--- config.mk ---
export PLATFORM = sky130hd
export DESIGN_NAME = updown_mod_counter_flat
export DESIGN_NICKNAME = d
export VERILOG_FILES = /design/src/rtl/updown_mod_counter_if.sv /design/src/rtl/updown_mod_counter.sv /design/src/flat_wrapper.sv
export SDC_FILE = /design/constraint.sdc
export NUM_CORES = 1
export LEC_CHECK = 0
export BUFFER_PORTS_ARGS = -buffer_cell sky130_fd_sc_hd__buf_2
export CAP_MARGIN = 20
export CORE_AREA = 2 2 39 41
export CTS_CLUSTER_DIAMETER = 150
export DETAILED_ROUTE_END_ITERATION = 12
export DIE_AREA = 0 0 41 43
export GPL_TIMING_DRIVEN = 0
export PLACE_DENSITY_LB_ADDON = 0.25
export SKIP_CTS_REPAIR_TIMING = 1
export SYNTH_ARGS = -nofsm -noshare
export SYNTH_HDL_FRONTEND = slang
export SYNTH_SLANG_ARGS = --single-unit
export TNS_END_PERCENT = 10
--- constraint.sdc ---
create_clock -name clock -period 4 [get_ports clock]
set_input_delay 0.6 -clock clock [delete_from_list [all_inputs] [get_ports clock]]
set_output_delay 0.6 -clock clock [all_outputs]
set_load 0.05 [all_outputs]
--- src/rtl/updown_mod_counter_if.sv ---
// Control and status bundle for updown_mod_counter.
// The master drives the count controls; the slave (the counter) returns count and flags.
interface updown_mod_counter_if #(
    parameter int WIDTH = 3
);
    logic             enable;
    logic             up_down;
    logic             load;
    logic [WIDTH-1:0] load_value;
    logic [WIDTH-1:0] counter_out;
    logic             tc;
    logic             wrap_pulse;

    modport master (
        output enable,
        output up_down,
        output load,
        output load_value,
        input  counter_out,
        input  tc,
        input  wrap_pulse
    );

    modport slave (
        input  enable,
        input  up_down,
        input  load,
        input  load_value,
        output counter_out,
        output tc,
        output wrap_pulse
    );
endinterface

--- src/rtl/updown_mod_counter.sv ---
// Up/down modulo counter with range 0..MAX_COUNT, synchronous load, wrap or saturate ends.
// Optional tick prescaler enabled by defining CNT_PRESCALE_EN.
module updown_mod_counter #(
    parameter int WIDTH     = 3,
    parameter int MAX_COUNT = 2**WIDTH - 1,
    parameter int SATURATE  = 0,
    parameter int PRESCALE  = 4
) (
    input logic                 clock,
    input logic                 reset,
    updown_mod_counter_if.slave cnt
);
    localparam logic [WIDTH-1:0] MAX_VAL = WIDTH'(MAX_COUNT);

    logic [WIDTH-1:0] count_q;
    logic [WIDTH-1:0] count_d;
    logic [WIDTH-1:0] load_clamped;
    logic             wrap_q;
    logic             wrap_d;
    logic             step;
    logic             at_max;
    logic             at_zero;

`ifdef CNT_PRESCALE_EN
    localparam int             PS_W    = (PRESCALE > 1) ? $clog2(PRESCALE) : 1;
    localparam logic [PS_W-1:0] PS_LAST = PS_W'(PRESCALE - 1);

    logic [PS_W-1:0] ps_q;

    // Phase restarts on load so the first step after a load is a full period away.
    always_ff @(posedge clock) begin
        if (reset || cnt.load) begin
            ps_q <= '0;
        end else if (cnt.enable) begin
            ps_q <= (ps_q == PS_LAST) ? '0 : ps_q + 1'b1;
        end
    end

    assign step = cnt.enable && (ps_q == PS_LAST);
`else
    logic [31:0] unused_prescale;

    assign unused_prescale = PRESCALE;
    assign step            = cnt.enable;
`endif

    assign at_max       = (count_q == MAX_VAL);
    assign at_zero      = (count_q == '0);
    assign load_clamped = (cnt.load_value > MAX_VAL) ? MAX_VAL : cnt.load_value;

    // Increments only happen below MAX_VAL and decrements only above zero,
    // so the result never leaves 0..MAX_COUNT.
    always_comb begin
        count_d = count_q;
        wrap_d  = 1'b0;
        if (cnt.load) begin
            count_d = load_clamped;
        end else if (step) begin
            if (cnt.up_down) begin
                if (!at_max) begin
                    count_d = count_q + 1'b1;
                end else if (SATURATE == 0) begin
                    count_d = '0;
                    wrap_d  = 1'b1;
                end
            end else begin
                if (!at_zero) begin
                    count_d = count_q - 1'b1;
                end else if (SATURATE == 0) begin
                    count_d = MAX_VAL;
                    wrap_d  = 1'b1;
                end
            end
        end
    end

    always_ff @(posedge clock) begin
        if (reset) begin
            count_q <= '0;
            wrap_q  <= 1'b0;
        end else begin
            count_q <= count_d;
            wrap_q  <= wrap_d;
        end
    end

    assign cnt.counter_out = count_q;
    assign cnt.wrap_pulse  = wrap_q;
    assign cnt.tc          = cnt.up_down ? at_max : at_zero;
endmodule

--- src/flat_wrapper.sv ---
// flat-port wrapper written by rule: the top's interface ports become plain ports
module updown_mod_counter_flat 
#(
    parameter int WIDTH     = 3,
    parameter int MAX_COUNT = 2**WIDTH - 1,
    parameter int SATURATE  = 0,
    parameter int PRESCALE  = 4
)
  (clock, reset, cnt_enable, cnt_up_down, cnt_load, cnt_load_value, cnt_counter_out, cnt_tc, cnt_wrap_pulse);
  updown_mod_counter_if #(.WIDTH(WIDTH)) cnt_i ();
  input logic clock;
  input logic reset;
  input wire logic [$bits(cnt_i.enable)-1:0] cnt_enable;
  input wire logic [$bits(cnt_i.up_down)-1:0] cnt_up_down;
  input wire logic [$bits(cnt_i.load)-1:0] cnt_load;
  input wire logic [$bits(cnt_i.load_value)-1:0] cnt_load_value;
  output wire logic [$bits(cnt_i.counter_out)-1:0] cnt_counter_out;
  output wire logic [$bits(cnt_i.tc)-1:0] cnt_tc;
  output wire logic [$bits(cnt_i.wrap_pulse)-1:0] cnt_wrap_pulse;
  assign cnt_i.enable = cnt_enable;
  assign cnt_i.up_down = cnt_up_down;
  assign cnt_i.load = cnt_load;
  assign cnt_i.load_value = cnt_load_value;
  assign cnt_counter_out = cnt_i.counter_out;
  assign cnt_tc = cnt_i.tc;
  assign cnt_wrap_pulse = cnt_i.wrap_pulse;
  updown_mod_counter #(.WIDTH(WIDTH), .MAX_COUNT(MAX_COUNT), .SATURATE(SATURATE), .PRESCALE(PRESCALE)) u_core (.clock(clock), .reset(reset), .cnt(cnt_i));
endmodule
# Yosys cells after proc, flatten, opt, wreduce, memory -nomap -nowiden
# Index checks and enable logic that the tools add are counted.
[classes]
n_bitwise = 1
eq_ne = 1
add_sub_neg = 2
n_mux = 10
n_reduce_logical = 3
order_cmp = 1
[op_table]
columns = ["op", "count"]
rows = [
  ["$mux W3", 6],
  ["$mux W1", 4],
  ["$add A3 B1 Y3 const B", 1],
  ["$eq A3 B3 Y1 const B", 1],
  ["$gt A3 B3 Y1 const B", 1],
  ["$logic_not A3 Y1", 1],
  ["$reduce_or A3 Y1", 1],
  ["$sub A3 B1 Y3 const B", 1],
  ["$reduce_bool A2 Y1", 1],
  ["$not A1 Y1", 1],
]
[word_totals]
reg_bits = 4
output_inout_bits = 5

# Depth between registers and ports, before layout
# Gate-level depths: netlist (run 1).
[depth]
ltp_word = 5
mapped_depth = 6
ltp_nobuf = 6

# Worst setup path before layout (run 1)
# Ideal clock, no wire load.
[synth_timing]
path_type = "flip-flop to output port"
from = "register u_core.count_q[0], in the netlist u_core.cnt.counter_out[0]"
to = "output cnt_tc"
slack_ns = 1.745
arrival_time_ns = 1.655
required_ns = 3.400
path_buffers = 0
stages_incl_launch_ff = 6
cell_sequence = "dfxtp_1 > inv_1 > ha_1 > ha_1 > nor2b_1 > nand2b_1"
[synth_between]
elab_chain_cells = 2
word_cells_on_any_way = 3
[synth_rtl]
columns = ["item", "line", "text"]
rows = [
  ["start, declared", "updown_mod_counter.sv:15", "logic [WIDTH-1:0] count_q;"],
  ["start signal, assigned", "updown_mod_counter.sv:82", "count_q <= count_d;"],
  ["$eq A3 B3 Y1 / $logic_not A3 Y1 (equally long branches)", "updown_mod_counter.sv:47, updown_mod_counter.sv:48", ""],
  ["$mux W1 (*)", "updown_mod_counter.sv:89", "assign cnt.tc = cnt.up_down ? at_max : at_zero;"],
  ["end, declared", "flat_wrapper.sv:18", "output wire logic [$bits(cnt_i.tc)-1:0] cnt_tc;"],
]
# Every way passes the cells marked *; elsewhere a longest branch is shown, timed or not.

# Worst setup path in the final report (run 1)
# Same ends and word-level chain as after synthesis.

==> impl_metrics.ini, run 1 <==
[sta]
period_share = 0.542
tightest_slew_ns = 0.256
slew_violations = 0
rsz0062_at_grt = false
fin_skew_ns = 0.00111
period_minus_slack_ns = 2.17
relSlewSlack = 0.831
setup_tns_ns = 0
hold_viol = 0
setup_viol = 0
setup_ws_ns = 1.83
fmax_mhz = 462

[clocking]
cts_buffers = 3
cts_tree = built
ctsHtreeMaxLevel = 1
clockBufferDepth = 2
insertion_delay_ns = 0.24
clock-root-buffer = clkbuf_4
clock-sinks = 4
clk_pin_slew_ns = 0.04

[pwr]
totalPowerFinal_mw = 0.137
vdd_drop_max_uv = 129
p_per_area_nw_per_um2 = 360
leakage_nw = 0.198

[final_layout]
diodes = 0
nets = 62
drive_gt1_frac = 0.354
stdcell_area_um2 = 382
final_core_util = 0.276
area_growth_pct = 36.8

[die]
dieHeight_um = 43
core_area_um2 = 1380
io_pins = 13
dieArea_um2 = 1760
start_util = 0.202
rows = 14
die_w_um = 41

[setup_path]
r2r_end = u_core.cnt.counter_out[1]
critPathCaptureType = output port
reg2reg_from = u_core.cnt.counter_out[0]
path_class = flip-flop to output port
path_max_fanout = 4
start_kind = flip-flop
cp.arrival_ns = 1.57
startpoint = u_core.cnt.counter_out[0]
r2r_slack_ns = 2.59
rr_worst_depth = 5
worstSetupEndpoint = cnt_tc
cp.required_ns = 3.40

[detailed_routing]
dr.pass1.iters = 2
wirelength_um = 649
ant_nets = 0
drt-initial-drc-count = 1
drc = 0
routedWlPerCell_um = 10.1
via_per_inst = 4.30
vias = 275

[run]
drv_cap = 0

[synthesis]
synth_cell_type_count = 19
yosysTopAreaCellShare = 0.287
ys_seq_elements = 4
yosysSeqAreaShare = 0.287
yosys-top-cells-count = inv_1 (6), dfxtp_1 (4), ha_1 (4)
synth_edf_count = 0
synth.most_common_cell = inv_1
synthCells = 33
synth_top_area_cell = dfxtp_1
netlist_area_um2 = 279
synth_flop_cell = dfxtp_1
synth_async_sr_flop_share = 0
syn_area_per_cell_um2 = 8.46
synthTopCellsByArea = dfxtp_1 (29%), ha_1 (18%), inv_1 (8.1%)
synth_nets = 45
yosysWarnings = 0

[place]
dpl_cell_area_um2 = 359
hpwl_um = 512
dp_slack_ns = 2.07
gp_congestion = 0.785
numPortBuffers = 12

[global_route]
antenna_found_initial = 0
grt_max_degree = 8
overflow = 0
grt_use_total = 0.104
grt_pass1_wl_um = 1150
grt_pass1_vias = 285

[worst_hold_path]
hp-class = flip-flop to flip-flop

[outcome]
outcome = finished, final reports clean
==> registers in the layout, indices dropped and copies added, names as in the netlist <==
signal                  flops
u_core.cnt.counter_out      3
u_core.cnt.wrap_pulse       1
==> metal layers <==
layer / share of wire / global-route usage
met5: 0 / 0
met4: 0.012 / 0.0400
met3: 0.11 / 0.0942
met2: 0.42 / 0.125
met1: 0.46 / 0.127
==> layout make-up <==
class,count,area (µm²)
clock buffers,3,22.5
repair buffers,12,60.1
fillers,158,1000
flip-flops and latches,4,80.1
multi-input cells,23,176
well taps,16,20.0
inverters,6,22.5
==> logic make-up (layout without fill, tap and decap cells) <==
family                   count (synthesis)  in the layout  share of synthesized area
adder cells (fa/ha/maj)                  4              4                      0.179
buffers and inverters                    6             21                     0.0807
flip-flops                               4              4                      0.287
AO/OA/AOI/OAI                            8              8                      0.197
AND/OR/NAND/NOR                         11             11                      0.256
==> worst max-delay path, stage by stage, from the launching register on <==
cell and delay (ns):
dfxtp_1 0.37, inv_1 0.07, ha_1 0.20, ha_1 0.19, nor2b_1 0.13, nand2b_1 0.15, buf_2 0.21
==> layout by cell type (no fill, tap or decap), types with 2 or more instances in the layout <==
master,count
o21ai_0,2
a221oi_1,2
clkbuf_4,3
dfxtp_1,4
nand2_1,2
buf_2,12
ha_1,4
inv_1,6
==> how the worst min path moves through the flow <==
stage | slack [ns] | end | depth (start not counted) | startpoint
2_1_floorplan | 0.68 | u_core.cnt.counter_out[0] | 1 | reset
3_3_place_gp | 0.53 | u_core.cnt.counter_out[0] | 2 | u_core.cnt.counter_out[0]
3_5_place_dp | 0.54 | u_core.cnt.counter_out[0] | 2 | u_core.cnt.counter_out[0]
4_1_cts | 0.53 | u_core.cnt.counter_out[0] | 2 | u_core.cnt.counter_out[0]
5_1_grt | 0.57 | u_core.cnt.counter_out[0] | 2 | u_core.cnt.counter_out[0]
6_report | 0.53 | u_core.cnt.counter_out[0] | 2 | u_core.cnt.counter_out[0]
==> stage by stage <==
step / hold slack (ns) / instances
6_report: 0.532 / 64
5_1_grt: 0.575 / 64
4_1_cts: 0.533 / 64
3_5_place_dp: 0.536 / 61
3_3_place_gp: 0.528 / 61
2_1_floorplan: 0.679 / 33
==> report_power, final <==
group,internal (mW),leakage [nW],switching [mW]
Sequential,0.0429,0.0331,0.00234
Clock,0.0337,0.0138,0.0181
Combinational,0.0145,0.151,0.0260
Total,0.0911,0.198,0.0464
Power figures use the tool's default switching activity.
==> inputs of run 2 (changes only) <==
--- a/config.mk
+++ b/config.mk
@@ -5,6 +5,7 @@
 export SDC_FILE = /design/constraint.sdc
 export NUM_CORES = 1
 export LEC_CHECK = 0
+export ABC_AREA = 1
 export BUFFER_PORTS_ARGS = -buffer_cell sky130_fd_sc_hd__buf_2
 export CAP_MARGIN = 20
 export CORE_AREA = 2 2 39 41
==> constraint.sdc (replaced) <==
create_clock -name clock -period 2.3 [get_ports clock]
set_input_delay 0.345 -clock clock [delete_from_list [all_inputs] [get_ports clock]]
set_output_delay 0.345 -clock clock [all_outputs]
set_load 0.05 [all_outputs]
==> run 2 against run 1 <==
Net effect:
- first-iteration DRC count grew to 3.0 times the previous value
- wire length is 5.4% lower
- sequential share of layout area is 0.73 points lower
- non-clock buffer count stayed put
- utilization is 0.99 points higher
- largest power group unchanged
- combinational power is 79% higher
==> impl_metrics.ini, run 2 <==
[final_layout]
area_growth_pct = 35.0
diodes = 0
multi_input_comb_area_um2 = 186
layout_common_cells = nand2_1 (24), buf_2 (12), inv_1 (5)
largest_reg_flops = 3
fin_cells = 78
stdcell_area_um2 = 395
fill_cells = 169
nets = 76
final_core_util = 0.286
regArea_um2 = 80.1
drive_gt1_frac = 0.339
layout_commonest_cell = nand2_1

[global_route]
antenna_found_initial = 0
grt_pass1_vias = 242
grt_pass1_wl_um = 890
grt_max_degree = 6
grt_use_total = 0.0781
overflow = 0

[clocking]
clock-sinks = 4
insertion_delay_ns = 0.23
clk_pin_slew_ns = 0.04
clockBufferDepth = 2
ctsHtreeMaxLevel = 1
cts_tree = built
clock-root-buffer = clkbuf_4
cts_buffers = 3

[place]
dp_slack_ns = 0.741
gp_congestion = 0.702
hpwl_um = 528
dpl_cell_area_um2 = 373
placed_cells = 75
numPortBuffers = 12

[synthesis]
synth_flop_cell = dfxtp_1
synth_mux_area_frac = 0
yosys.area_share.adder = 0.171
synthSimpleGateAreaFrac = 0.449
yosysWarnings = 0
synth_cell_type_count = 10
synth_compound_area_frac = 0.0171
yosys-top-cells-count = nand2_1 (24), inv_1 (5), dfxtp_1 (4), ha_1 (4)
synth_async_sr_flop_share = 0
synth_edf_count = 0
synth.most_common_cell = nand2_1
synthTopCellsByArea = nand2_1 (31%), dfxtp_1 (27%), ha_1 (17%)
synth_nets = 59
netlist_area_um2 = 293
synth_top_family_by_area = simple AND/OR/NAND/NOR gates
synth_top_area_cell = nand2_1
synth_xor_area_frac = 0
ys_seq_elements = 4
yosysSeqAreaShare = 0.274
syn_area_per_cell_um2 = 6.23
synthCells = 47
yosysTopAreaCellShare = 0.308

[setup_path]
critical-path-max-stage-delay_ns = 0.40
startpoint = u_core.cnt.counter_out[0]
path_max_fanout = 5
reg2reg_from = u_core.cnt.counter_out[0]
r2r_end = u_core.cnt.counter_out[2]
critPathBufInv = 2
cp_top_family = adder cells
cp_cell_sequence = inv_1, ha_1, ha_1, nand2_2, nand2_2, buf_2
cp.arrival_ns = 1.43
critPathCaptureType = output port
cp.required_ns = 1.96
r2r_slack_ns = 1.03
crit_slowest_cell = dfxtp_1
start_kind = flip-flop
path_class = flip-flop to output port
crit_cells = 6
rr_worst_depth = 6
worstSetupEndpoint = cnt_tc

[sta]
hold_viol = 0
whs_ns = 0.387
fmax_mhz = 563
slew_violations = 0
relSlewSlack = 0.836
period_minus_slack_ns = 1.78
setup_viol = 0
setup_ws_ns = 0.523
period_share = 0.773
fin_skew_ns = 0.00649
setup_tns_ns = 0
rsz0062_at_grt = false
tightest_slew_ns = 0.248

[pwr]
leakage_nw = 0.236
vdd_drop_max_uv = 166
p_per_area_nw_per_um2 = 597
totalPowerFinal_mw = 0.236

[worst_hold_path]
hp-class = primary input to flip-flop

[detailed_routing]
dr.pass1.iters = 2
wirelength_um = 614
drc = 0
via_per_inst = 3.85
vias = 300
routedWlPerCell_um = 7.87
drt-initial-drc-count = 3
ant_nets = 0

[outcome]
outcome = finished, final reports clean

[die]
die_w_um = 41
rows = 14
io_pins = 13
dieArea_um2 = 1760
core_area_um2 = 1380
start_util = 0.212
dieHeight_um = 43

[run]
drv_cap = 0
run 2: layout make-up:
cell class,count,area share
clock buffer,3,0.0570
inverter,7,0.0665
multi-input combinational,36,0.472
sequential,4,0.203
tap,16,0.0506
timing repair buffer,12,0.152
run 2: kinds of logic after synthesis:
kind of cell	Yosys count
DFF	4
buffers and inverters	7
and+or+nand+nor	31
adders and majority gates	4
AOI/OAI and AO/OA	1
run 2: power by group:
group	internal [mW]	switching, mW	leakage (nW)
Sequential	0.0746	0.00508	0.0330
Clock	0.0582	0.0258	0.0138
Combinational	0.0233	0.0491	0.189
run 2: how the worst min path moves through the flow:
stage | startpoint | endpoint | slack [ns] | cells past startpoint
floorplan | reset | u_core.cnt.counter_out[2] | 0.51 | 3
global placement | u_core.cnt.counter_out[2] | u_core.cnt.counter_out[2] | 0.57 | 4
detailed placement | u_core.cnt.counter_out[1] | u_core.cnt.counter_out[1] | 0.58 | 4
CTS | reset | u_core.cnt.counter_out[0] | 0.39 | 4
global route | reset | u_core.cnt.counter_out[1] | 0.41 | 4
finish | reset | u_core.cnt.counter_out[2] | 0.39 | 4
run 2: worst min-delay path, cell delays in order:
cell and delay (ns):
buf_2 0.08, inv_2 0.04, nand2_1 0.06, nand2_1 0.04
run 2: metal layers:
metal,share of wire,global-route usage,up-vias,wire (µm)
li1,-,-,171,-
met1,0.50,0.0828,122,308
met3,0.034,0.0471,2,21
met2,0.44,0.106,5,272
met4,0.020,0.0600,0,12
met5,0,0,-,0
